### config.mk
export PLATFORM = sky130hd
export DESIGN_NAME = countdown_timer
export DESIGN_NICKNAME = d
export VERILOG_FILES = /design/src/rtl/countdown_timer.sv
export SDC_FILE = /design/constraint.sdc
export NUM_CORES = 1
export LEC_CHECK = 0
export BUFFER_PORTS_ARGS = -buffer_cell sky130_fd_sc_hd__buf_2
export CAP_MARGIN = 20
export CORE_ASPECT_RATIO = 1.2
export CORE_MARGIN = 3
export CORE_UTILIZATION = 29
export CTS_BUF_LIST = sky130_fd_sc_hd__clkbuf_4 sky130_fd_sc_hd__clkbuf_8 sky130_fd_sc_hd__clkbuf_16
export DETAILED_ROUTE_END_ITERATION = 7
export PLACE_DENSITY = 0.49
export SLEW_MARGIN = 5
export SYNTH_ARGS = -nofsm -noshare
export SYNTH_HDL_FRONTEND = slang
export SYNTH_SLANG_ARGS = --single-unit
### constraint.sdc
create_clock -name CLK -period 1.9 [get_ports CLK]
set_clock_uncertainty 0.1 [all_clocks]
set_input_delay 0.285 -clock CLK [delete_from_list [all_inputs] [get_ports CLK]]
set_output_delay 0.285 -clock CLK [all_outputs]
set_load 0.01 [all_outputs]
### src/rtl/countdown_timer.sv
// countdown_timer: loadable down-counter with one-shot and periodic modes.
// A LOAD with a non-zero value starts the count. TC pulses for one cycle on
// each terminal event: the step from Q==1, or a LOAD of zero. In periodic
// mode the count restarts from the reload register and keeps running.
// ABORT returns the block to IDLE with Q cleared.
// Every output comes from a flop or is decoded from the state register.
module countdown_timer #(
   parameter int WIDTH = 4
) (
   input  logic             CLK,
   input  logic             RESET,
   input  logic             LOAD,
   input  logic [WIDTH-1:0] LOAD_VAL,
   input  logic             EN,
   input  logic             AUTO_RELOAD,
   input  logic             ABORT,
   output logic [WIDTH-1:0] Q,
   output logic             BUSY,
   output logic             DONE,
   output logic             TC
);

   typedef enum logic [1:0] {
      ST_IDLE = 2'd0,
      ST_RUN  = 2'd1,
      ST_DONE = 2'd2
   } state_t;

   state_t           state;
   state_t           state_next;
   logic [WIDTH-1:0] count;
   logic [WIDTH-1:0] count_next;
   logic [WIDTH-1:0] reload;
   logic [WIDTH-1:0] reload_next;
   logic             tc_reg;
   logic             tc_next;

   // State, count, reload value and TC are all registered; reset clears them without waiting for a clock
   always_ff @(posedge CLK or negedge RESET) begin
      if (!RESET) begin
         state  <= ST_IDLE;
         count  <= '0;
         reload <= '0;
         tc_reg <= 1'b0;
      end else begin
         state  <= state_next;
         count  <= count_next;
         reload <= reload_next;
         tc_reg <= tc_next;
      end
   end

   // Next-state logic: ABORT beats LOAD, LOAD beats counting, otherwise hold; TC defaults low
   always_comb begin
      state_next  = state;
      count_next  = count;
      reload_next = reload;
      tc_next     = 1'b0;

      if (ABORT) begin
         state_next = ST_IDLE;
         count_next = '0;
      end else if (LOAD) begin
         reload_next = LOAD_VAL;
         if (LOAD_VAL != '0) begin
            state_next = ST_RUN;
            count_next = LOAD_VAL;
         end else begin
            state_next = ST_DONE;
            count_next = '0;
            tc_next    = 1'b1;
         end
      end else begin
         case (state)
            ST_RUN: begin
               if (count == '0) begin
                  state_next = ST_DONE;
               end else if (EN) begin
                  if (count == WIDTH'(1)) begin
                     tc_next = 1'b1;
                     if (AUTO_RELOAD) begin
                        count_next = reload;
                     end else begin
                        state_next = ST_DONE;
                        count_next = '0;
                     end
                  end else begin
                     count_next = count - WIDTH'(1);
                  end
               end
            end
            ST_DONE: begin
               state_next = ST_DONE;
            end
            default: begin
               state_next = ST_IDLE;
            end
         endcase
      end
   end

   // Outputs come straight from the registers, with no path from the inputs
   always_comb begin
      Q    = count;
      TC   = tc_reg;
      BUSY = (state == ST_RUN);
      DONE = (state == ST_DONE);
   end

endmodule

; Word level (Yosys, flattened, before mapping)
; Index checks and enable logic that the tools add are counted.
[totals]
regBits = 11
input_bits = 10
out_inout_bits = 7
wordCells = 43
[classes]
add_sub_neg = 1
eq_ne = 7
muxes = 23
bitwise_logic = 1
reduce_logical = 7
[op_table]
columns = op, n
row1 = 2-to-1 mux 4 bit, 8
row2 = 2-to-1 mux 2 bit, 7
row3 = != test 5 x 4 -> 1 bit (second input constant), 2
row4 = 2-to-1 mux 1 bit, 7
row5 = AND reduction 3 bit, 2
row6 = nonzero test 3 bit, 2
row7 = != test 5 x 3 -> 1 bit (second input constant), 1
row8 = equality test 4 x 1 -> 1 bit (second input constant), 1
row9 = logical NOT 4 bit, 1
row10 = case mux 2 bit (2 select lines), 1
row11 = nonzero test 4 bit, 1
row12 = subtractor 4 x 1 -> 4 bit (second input constant), 1
row13 = != test 3 bit (second input constant), 1
row14 = equality test 2 x 1 -> 1 bit (second input constant), 1
row15 = equality test 2 bit (second input constant), 1
row16 = AND reduction 2 bit, 1
row17 = inverter 1 bit, 1

; Depth between registers and ports, before layout
; Gate-level depths: netlist of run 1.
[logic_depth]
ltp_word = 7
mapped_depth = 6
mapped_depth_nobuf = 6

; Least setup slack after synthesis of run 1
; No wires, ideal clock.
[synth_path]
kind = flip-flop to flip-flop
start = reg count[0], in the netlist Q[0]
end = reg count[0], in the netlist Q[0]
arrival_ns = 1.669
required_ns = 1.722
path_slack_ns = 0.054
stages_incl_launch_ff = 7
path_buffers = 0
synth_period_minus_slack_ns = 1.846
cell_sequence = dfrtp_1 -> inv_1 -> ha_1 -> or3b_4 -> nor2b_4 -> a311o_1 -> a21oi_1
[synth_between]
elab_chain_len = 7
[synth_lines]
columns = item, line_no
row1 = start: declaration, 31  ; logic [WIDTH-1:0] count;
row2 = start signal: assignment, 47  ; count <= count_next;
row3 = subtractor 4 x 1 -> 4 bit / equality test 4 x 1 -> 1 bit (equally long branches), "88, 79"
row4 = 2-to-1 mux 4 bit, 79  ; if (count == WIDTH'(1)) begin
row5 = 2-to-1 mux 4 bit, 78  ; end else if (EN) begin
row6 = 2-to-1 mux 4 bit, 76  ; if (count == '0) begin
row7 = 2-to-1 mux 4 bit, 74  ; case (state)
row8 = 2-to-1 mux 4 bit, 63  ; end else if (LOAD) begin
row9 = 2-to-1 mux 4 bit, 60  ; if (ABORT) begin
; Several ways; a longest one is shown, not always the timed one. The select of a mux whose other input is x is not followed.
; A chain may end at the register's enable or synchronous reset.

; Worst setup path in the final report of run 1
; Ends and elaborated chain as after synthesis.

==> flow_summary.json, run 1 <==
{
  "p_seq_frac": 0.465,
  "min_path_type": "in -> reg",
  "reg2reg_depth": 6,
  "ir_drop_mv": 0.377,
  "cts_buffers": 3,
  "cp_data_arrival_time_ns": 1.90,
  "hold_viol": 0,
  "fin_crit_sh": 0.944,
  "pwr_density_cell_mw_per_mm2": 658,
  "ys_ff_latch": 11,
  "portBuffers": 16,
  "synth_edf_count": 0,
  "synth_area_sq_um": 662,
  "grt_setup_unrepaired": "no",
  "dpl_worst_slack_ns": 0.0802,
  "final-setup-viol-count": 0,
  "synthCells": 71,
  "switchingPower_mw": 0.164,
  "internal_power_mw": 0.413,
  "p_sw_frac": 0.285,
  "slew_headroom": 0.779,
  "yosys.area_share.simple": 0.208,
  "required_ns": 2.00,
  "syn_nets": 85,
  "avgSynthCellArea_sq_um": 9.32,
  "synth_top_family_by_area": "compound AO/OA/AOI/OAI gates",
  "cts_max_level": 1,
  "slew_viol_final": 0,
  "synthFlopType": "dfrtp_1",
  "rows": 18,
  "min_from": "ABORT",
  "synth_fa_ha_area_frac": 0.0756,
  "ys_top_cells_by_count": "dfrtp_1 (11), nand2_1 (8), inv_1 (7)",
  "place_hpwl_um": 1350,
  "async_flop_share": 1.00,
  "combPwrFrac": 0.225,
  "num_antenna_cells": 0,
  "grt_pass1_wl_um": 3140,
  "antenna_left": 0,
  "grt_pass1_vias": 693,
  "drc": 0,
  "wirelength_um": 1700,
  "fin_ws_ns": 0.106,
  "drt-wirelength-per-cell_um": 13.3,
  "worstHoldPathCells": 2,
  "cp_max_fo": 5,
  "synth-seq-area-share": 0.416,
  "max_cap_violations": 0,
  "status": "finished clean",
  "synth_area_leader_cell": "dfrtp_1",
  "start_util": 0.313,
  "die_w_um": 49.6,
  "drt-initial-drc-count": 22,
  "clk_latency_ns": 0.27,
  "synthMuxAreaShare": 0.0321,
  "clock.fmax_mhz": 557,
  "cp-start-kind": "flip-flop",
  "ys_types": 32,
  "synth_top_area_frac": 0.416,
  "synth_most_common_cell": "dfrtp_1",
  "ctsRootBufferMaster": "clkbuf_4",
  "reg2reg_slack_ns": 0.11,
  "netlist_top_cells_area": "dfrtp_1 (42%), ha_1 (7.6%), nand2_1 (4.5%)",
  "grt_overflow": 0,
  "die_area_sq_mm": 0.00289,
  "core_sq_mm": 0.00212,
  "r2r-start": "Q[0]$_DFFE_PN0P_",
  "num_vias": 645,
  "p_leak_nw": 0.418,
  "ios": 17,
  "p_clk_frac": 0.311,
  "grt_max_degree": 12,
  "clock-sinks": 11,
  "tightest_slew_ns": 0.328,
  "area_growth_pct": 32.5,
  "antenna_found_initial": 0,
  "layout.nets": 113,
  "period_needed_ns": 1.79,
  "synthXorXnorAreaFrac": 0,
  "r2r_end": "Q[0]$_DFFE_PN0P_",
  "gr-usage-all-layers": 0.143,
  "critPathKind": "reg -> reg",
  "cp-end-kind": "flip-flop",
  "die_h_um": 58.3,
  "drive_gt1_frac": 0.357,
  "routabilityCongestion": 0.819,
  "hold-path-endpoint": "Q[0]$_DFFE_PN0P_",
  "clkTransAtPathRegs_ns": 0.08,
  "synth-compound-area-share": 0.216,
  "clk_path_buf_depth": 2,
  "synth_warnings": 0,
  "setup-tns-final_ns": 0,
  "viasPerCell": 5.04,
  "cts_tree": "built",
  "dr.pass1.iters": 4
}
## layer usage
metal  wire length [um]  track usage  vias up  share of wire
met5                  0            0        -              0
met4                 14       0.0830        0         0.0083
met3                 89       0.0354        2          0.052
met2                854        0.255       12           0.50
met1                736        0.153      319           0.43
li1                   -            -      312              -
## worst max-delay path by stage
| stage | start | slack [ns] | cells past startpoint | end |
|---|---|---|---|---|
| after floorplan | Q[0]$_DFFE_PN0P_ | 0.05 | 6 | Q[0]$_DFFE_PN0P_ |
| after global placement | Q[0]$_DFFE_PN0P_ | 0.11 | 6 | Q[0]$_DFFE_PN0P_ |
| after detailed placement | Q[0]$_DFFE_PN0P_ | 0.08 | 6 | Q[0]$_DFFE_PN0P_ |
| after CTS | Q[0]$_DFFE_PN0P_ | 0.06 | 6 | Q[0]$_DFFE_PN0P_ |
| after global routing | Q[0]$_DFFE_PN0P_ | 0.03 | 6 | Q[0]$_DFFE_PN0P_ |
| final | Q[0]$_DFFE_PN0P_ | 0.11 | 6 | Q[0]$_DFFE_PN0P_ |
## critical path, cell delays in order (launching register included)
cell     delay (ns)
dfrtp_1        0.42
ha_2           0.19
nor3b_1        0.13
buf_4          0.15
or2_2          0.27
a311o_1        0.36
a21oi_2        0.11
## area by class of cell
cell class | count | area (sq um)
Inverter | 7 | 26.3
Multi-Input combinational cell | 51 | 358
Fill cell | 243 | 1240
Sequential cell | 11 | 275
Clock buffer | 4 | 30.0
Timing Repair Buffer | 25 | 150
Tap cell | 30 | 37.5
## cells in the final DEF, fill, tap and decap left out, types with 3 or more instances in the layout
cell type / synthesis / routed
inv_1: 7 / 7
buf_2: 1 / 16
dfrtp_1: 11 / 11
nand3_1: 5 / 5
clkbuf_4: 0 / 4
o21ai_0: 5 / 5
nand2_1: 8 / 8
buf_4: 0 / 8
ha_1: 4 / 3
## power by group through the flow
stage          clock network (mW)  registers (mW)  logic [mW]
6_report                    0.179           0.268       0.130
2_1_floorplan                   0           0.273      0.0693
3_5_place_dp                    0           0.273       0.126
5_1_grt                     0.206           0.270       0.148
4_1_cts                     0.187           0.268       0.128
3_3_place_gp                    0           0.272       0.126
## stage by stage
stage | utilization | area, sq um | hold WS [ns] | instances | power, mW
floorplan | - | 662 | -0.111 | 71 | 0.342
global placement | 0.389 | 823 | 0.0723 | 122 | 0.398
detailed placement | 0.389 | 823 | 0.0784 | 122 | 0.399
CTS | 0.408 | 863 | 0.170 | 127 | 0.583
global route | 0.414 | 877 | 0.159 | 128 | 0.625
finish | 0.414 | 877 | 0.176 | 128 | 0.577
## registers in the layout, indices dropped and copies added (netlist names)
name / count
Q: 4
state: 2
reload: 4
TC: 1
## kinds of logic (layout without fill, tap and decap cells)
| group | Yosys count | count (layout) |
|---|---|---|
| AO/OA/AOI/OAI | 21 | 21 |
| AND/OR/NAND/NOR | 24 | 24 |
| flip-flops | 11 | 11 |
| buffers and inverters | 9 | 36 |
| adder cells (fa/ha/maj) | 4 | 4 |
| multiplexers | 2 | 2 |
## repair_timing
item	in CTS	in global routing
setup buffers	0	1
hold buffers	1	0
gates resized for setup	0	2
endpoints found under the setup margin	0	1
endpoints found under the hold margin	11	0
Note: power is estimated with default switching activity, not from simulation.
==> run 2: changes to the inputs <==
--- a/config.mk
+++ b/config.mk
@@ -5,6 +5,7 @@
 export SDC_FILE = /design/constraint.sdc
 export NUM_CORES = 1
 export LEC_CHECK = 0
+export ABC_AREA = 1
 export BUFFER_PORTS_ARGS = -buffer_cell sky130_fd_sc_hd__buf_2
 export CAP_MARGIN = 20
 export CORE_ASPECT_RATIO = 1.2
@@ -12,7 +13,7 @@
 export CORE_UTILIZATION = 29
 export CTS_BUF_LIST = sky130_fd_sc_hd__clkbuf_4 sky130_fd_sc_hd__clkbuf_8 sky130_fd_sc_hd__clkbuf_16
 export DETAILED_ROUTE_END_ITERATION = 7
-export PLACE_DENSITY = 0.49
+export PLACE_DENSITY = 0.48
 export SLEW_MARGIN = 5
 export SYNTH_ARGS = -nofsm -noshare
 export SYNTH_HDL_FRONTEND = slang
==> flow_summary.json, run 2 <==
{
  "pwr_density_cell_mw_per_mm2": 733,
  "grt_setup_unrepaired": "no",
  "clock-sinks": 11,
  "postCtsResizedCells": 0,
  "clk_path_buf_depth": 2,
  "grt_max_degree": 12,
  "slew_headroom": 0.803,
  "fin_crit_sh": 0.798,
  "area_growth_pct": 20.8,
  "critPathKind": "reg -> reg",
  "num_vias": 710,
  "clk_latency_ns": 0.27,
  "rows": 19,
  "synthCells": 102,
  "async_flop_share": 1.00,
  "viasPerCell": 4.61,
  "cts_tree": "built",
  "ys_types": 21,
  "dp.cells": 149,
  "cp-start-kind": "flip-flop",
  "gr-usage-all-layers": 0.120,
  "clock.fmax_mhz": 660,
  "die_w_um": 52.9,
  "ios": 17,
  "antenna_left": 0,
  "path_cells": "inv_1 -> ha_1 -> nand2_4 -> nor3_2 -> nor2_2 -> nand2_1 -> nand2_1",
  "p_leak_nw": 0.492,
  "die_area_sq_mm": 0.00329,
  "synth_area_sq_um": 764,
  "core_sq_mm": 0.00240,
  "post-cts-setup-buffers": 0,
  "cts_max_level": 1,
  "dr.pass1.iters": 4,
  "synth_area_leader_cell": "dfrtp_1",
  "routabilityCongestion": 0.749,
  "final_cell_mix": "nand2_1 (34), buf_2 (16), nand3_1 (12)",
  "cp-end-kind": "flip-flop",
  "avgSynthCellArea_sq_um": 7.49,
  "grt_pass1_wl_um": 2990,
  "p_seq_frac": 0.424,
  "final-setup-viol-count": 0,
  "grt_pass1_vias": 715,
  "synth_top_area_frac": 0.360,
  "drt-initial-drc-count": 9,
  "syn_nets": 116,
  "p_clk_frac": 0.267,
  "cts_buffers": 3,
  "final_common_cell": "nand2_1",
  "ir_drop_mv": 0.326,
  "ctsRootBufferMaster": "clkbuf_4",
  "netlist_top_cells_area": "dfrtp_1 (36%), nand2_1 (17%), nand3_1 (7.9%)",
  "max_cap_violations": 0,
  "cp_data_arrival_time_ns": 1.58,
  "internal_power_mw": 0.435,
  "finalNonFillerCells": 154,
  "combPwrFrac": 0.310,
  "cts_hold_buf": 1,
  "min_path_type": "in -> reg",
  "cpPeakStageDelay_ns": 0.40,
  "die_h_um": 62.2,
  "grt_overflow": 0,
  "period_needed_ns": 1.52,
  "power_mw": 0.676,
  "cp_common_cell": "nand2_1",
  "p_sw_frac": 0.357,
  "clkTransAtPathRegs_ns": 0.07,
  "antenna_found_initial": 0,
  "synth-seq-area-share": 0.360,
  "layout.nets": 138,
  "hold_viol": 0,
  "wirelength_um": 1690,
  "drive_gt1_frac": 0.293,
  "place_hpwl_um": 1360,
  "cp_max_fo": 6,
  "status": "finished clean",
  "switchingPower_mw": 0.241,
  "synthFlopType": "dfrtp_1",
  "ys_top_cells_by_count": "nand2_1 (34), nand3_1 (12), dfrtp_1 (11), inv_1 (11), nor2_1 (5)",
  "ys_ff_latch": 11,
  "drt-wirelength-per-cell_um": 11.0,
  "drc": 0,
  "required_ns": 1.96,
  "portBuffers": 16,
  "num_antenna_cells": 0,
  "slew_viol_final": 0,
  "synth_warnings": 0,
  "slowest_stage": "dfrtp_1",
  "start_util": 0.318,
  "setup-tns-final_ns": 0,
  "tightest_slew_ns": 0.295,
  "synth_most_common_cell": "nand2_1",
  "synth_edf_count": 0
}
-- run 2: cell count changes in the layout (fill, tap and decap cells not counted), sizes merged, moves of 2 or more --
cell    change
a211oi      -2
o22ai       -2
o21ai       +2
nand3       +9
nand4       +2
nand2b      -2
nand2      +29
inv         +6
buf         -8
nor2        +7
-- run 2: power by group through the flow --
stage          Sequential, mW  Clock, mW  Combinational [mW]
2_1_floorplan           0.294          0               0.141
3_3_place_gp            0.291          0               0.211
3_5_place_dp            0.292          0               0.211
4_1_cts                 0.287      0.186               0.213
5_1_grt                 0.292      0.197               0.241
6_report                0.287      0.180               0.209
-- run 2: layout make-up --
cell class,count,area [sq um]
Clock buffer,4,30.0
Fill cell,264,1480
Inverter,13,48.8
Multi-Input combinational cell,78,440
Sequential cell,11,275
Tap cell,31,38.8
Timing Repair Buffer,17,90.1
-- run 2: final timing paths --
kind	slack, ns	to	depth (start not counted)	startpoint
max	0.38	state[1]$_DFFE_PN0P_	7	Q[1]$_DFFE_PN0P_
min	0.16	reload[2]$_DFFE_PN0P_	3	LOAD_VAL[2]
max reg2reg	0.38	state[1]$_DFFE_PN0P_	7	Q[1]$_DFFE_PN0P_
min reg2reg	0.41	reload[3]$_DFFE_PN0P_	2	reload[3]$_DFFE_PN0P_
max in group asynchronous	1.17	Q[3]$_DFFE_PN0P_	2	RESET
min in group asynchronous	0.31	Q[0]$_DFFE_PN0P_	2	RESET
-- run 2: stage by stage --
stage | cell area (sq um) | setup WS [ns] | util | hold WS, ns
2_1_floorplan | 764 | 0.502 | - | -0.111
3_3_place_gp | 883 | 0.387 | 0.368 | 0.0813
3_5_place_dp | 883 | 0.388 | 0.368 | 0.0822
4_1_cts | 923 | 0.377 | 0.385 | 0.163
5_1_grt | 923 | 0.277 | 0.385 | 0.181
6_report | 923 | 0.384 | 0.385 | 0.162
-- run 2: kinds of logic (layout without fill, tap and decap cells) --
kind of cell    count (synthesis)  in the layout  share of synthesized area
simple gates                   63             63                      0.417
compound gates                 11             11                     0.0933
buf+inv                        13             34                     0.0638
flops                          11             11                      0.360
fa+ha+maj                       4              4                     0.0655
-- run 2: per-layer routing --
layer | up-vias | track usage | wire length (um) | share of wire
li1 | 374 | - | - | -
met1 | 314 | 0.154 | 770 | 0.46
met2 | 18 | 0.188 | 789 | 0.47
met3 | 4 | 0.0215 | 99 | 0.059
met4 | 0 | 0.0575 | 31 | 0.018
met5 | - | 0 | 0 | 0
-- run 2: critical path, delay by kind of cell, from the launching register on --
kind,cells,cell delay (ns)
DFF,1,0.40
and+or+nand+nor,5,0.45
buffers and inverters,1,0.12
adders and majority gates,1,0.33
==> run 3: changes to the inputs <==
--- a/config.mk
+++ b/config.mk
@@ -13,7 +13,7 @@
 export CORE_UTILIZATION = 29
 export CTS_BUF_LIST = sky130_fd_sc_hd__clkbuf_4 sky130_fd_sc_hd__clkbuf_8 sky130_fd_sc_hd__clkbuf_16
 export DETAILED_ROUTE_END_ITERATION = 7
-export PLACE_DENSITY = 0.48
+export PLACE_DENSITY = 0.5
 export SLEW_MARGIN = 5
 export SYNTH_ARGS = -nofsm -noshare
 export SYNTH_HDL_FRONTEND = slang
==> constraint.sdc (replaced) <==
create_clock -name CLK -period 1.3 [get_ports CLK]
set_clock_uncertainty 0.1 [all_clocks]
set_input_delay 0.195 -clock CLK [delete_from_list [all_inputs] [get_ports CLK]]
set_output_delay 0.195 -clock CLK [all_outputs]
set_load 0.01 [all_outputs]
==> flow_summary.json, run 3 (synthesis gave the netlist of run 2 again) <==
{
  "grt_setup_unrepaired": "yes",
  "pwr_density_cell_mw_per_mm2": 1010,
  "dr.pass1.iters": 4,
  "die_area_sq_mm": 0.00329,
  "finalNonFillerCells": 162,
  "slew_headroom": 0.769,
  "clk_path_buf_depth": 2,
  "die_h_um": 62.2,
  "num_antenna_cells": 0,
  "grt_overflow": 0,
  "grt_pass1_vias": 744,
  "final_cell_area_sq_mm": 0.00109,
  "dp.cells": 156,
  "cp_max_fo": 2,
  "p_leak_nw": 0.540,
  "status": "finished with violations",
  "routabilityCongestion": 0.771,
  "drt-wirelength-per-cell_um": 10.7,
  "worstHoldPathCells": 3,
  "critPathKind": "reg -> out",
  "drive_gt1_frac": 0.427,
  "tightest_slew_ns": 0.345,
  "cp-start-kind": "flip-flop",
  "wirelength_um": 1730,
  "power_mw": 1.09,
  "n_fill_cell": 258,
  "period_needed_ns": 1.35,
  "layout.nets": 146,
  "portBuffers": 16,
  "ctsRootBufferMaster": "clkbuf_4",
  "ir_drop_mv": 0.592,
  "gr-usage-all-layers": 0.126,
  "place_hpwl_um": 1410,
  "grt_max_degree": 12,
  "viasPerCell": 4.54,
  "final_cell_mix": "nand2_1 (33), buf_2 (14), nand3_1 (12)",
  "final-setup-viol-count": 6,
  "reg2reg_slack_ns": -0.02,
  "clk_latency_ns": 0.27,
  "cts_buffers": 3,
  "cts_tree": "built",
  "setup-tns-final_ns": -0.104,
  "max_cap_violations": 0,
  "fin_ws_ns": -0.0517,
  "drc": 0,
  "ios": 17,
  "r2r-start": "Q[0]$_DFFE_PN0P_",
  "drt-initial-drc-count": 18,
  "fin_util": 0.453,
  "fin_crit_sh": 1.04,
  "violations": "negative setup slack",
  "clock-sinks": 11,
  "cp_data_arrival_time_ns": 1.06,
  "clock.fmax_mhz": 740,
  "cp-end-kind": "output port",
  "hold_viol": 0,
  "die_w_um": 52.9,
  "antenna_found_initial": 0,
  "cts_max_level": 1,
  "antenna_left": 0,
  "area_growth_pct": 42.2,
  "rows": 19,
  "r2r_end": "Q[0]$_DFFE_PN0P_",
  "hold-path-endpoint": "reload[2]$_DFFE_PN0P_",
  "start_util": 0.318,
  "slew_viol_final": 0,
  "required_ns": 1.00,
  "num_vias": 736,
  "grt_pass1_wl_um": 3130,
  "core_sq_mm": 0.00240,
  "clkTransAtPathRegs_ns": 0.07,
  "reg2reg_depth": 7,
  "min_path_type": "in -> reg",
  "placed_area_sq_um": 962,
  "hold_ws_ns": 0.0772,
  "min_from": "LOAD_VAL[2]",
  "final_common_cell": "nand2_1",
  "dpl_worst_slack_ns": -0.0191
}
-- run 3: cell count changes in the layout (fill, tap and decap cells not counted), moves of 2 or more --
cell	change
buf_6	+4
buf_4	+6
ha_4	+4
inv_2	+4
inv_1	-4
buf_2	-2
ha_1	-4
-- run 3: what timing repair did --
item | CTS | global route
gates resized for setup | 9 | 7
setup endpoints to repair | 10 | 11
pin swaps | 0 | 2
hold buffers | 1 | 0
buffers inserted | 0 | 1
endpoints found under the hold margin | 11 | 0
-- run 3: worst max-delay path, stage by stage, from the launching register on --
cell     delay, ns
dfrtp_1       0.40
buf_6         0.13
ha_4          0.14
buf_6         0.11
-- run 3: how the worst max path moves through the flow --
stage	cells past startpoint	slack, ns	start	end
after floorplan	7	0.01	Q[1]$_DFFE_PN0P_	state[1]$_DFFE_PN0P_
after global routing	7	-0.10	Q[0]$_DFFE_PN0P_	Q[3]$_DFFE_PN0P_
after CTS	3	-0.05	state[1]$_DFFE_PN0P_	DONE
after global placement	7	-0.04	Q[0]$_DFFE_PN0P_	Q[1]$_DFFE_PN0P_
after detailed placement	7	-0.02	Q[0]$_DFFE_PN0P_	Q[3]$_DFFE_PN0P_
final	3	-0.05	state[1]$_DFFE_PN0P_	DONE
-- run 3: layer usage --
metal | global-route usage | part of all wire | wire length, um
met1 | 0.163 | 0.47 | 814
met2 | 0.194 | 0.45 | 776
met3 | 0.0215 | 0.054 | 93
met4 | 0.0671 | 0.027 | 47
met5 | 0 | 0 | 0
-- run 3: cell type report --
class | instances | area (sq um) | share of cell area
sequential | 11 | 277 | 0.254
timing repair buffer | 25 | 170 | 0.157
multi-input combinational | 78 | 523 | 0.481
clock buffer | 4 | 30.0 | 0.0276
tap | 31 | 38.8 | 0.0357
inverter | 13 | 48.8 | 0.0449
-- run 3: report_power, final --
part           internal, mW  switching, mW
clock network         0.140          0.115
registers             0.382         0.0323
logic                 0.193          0.232
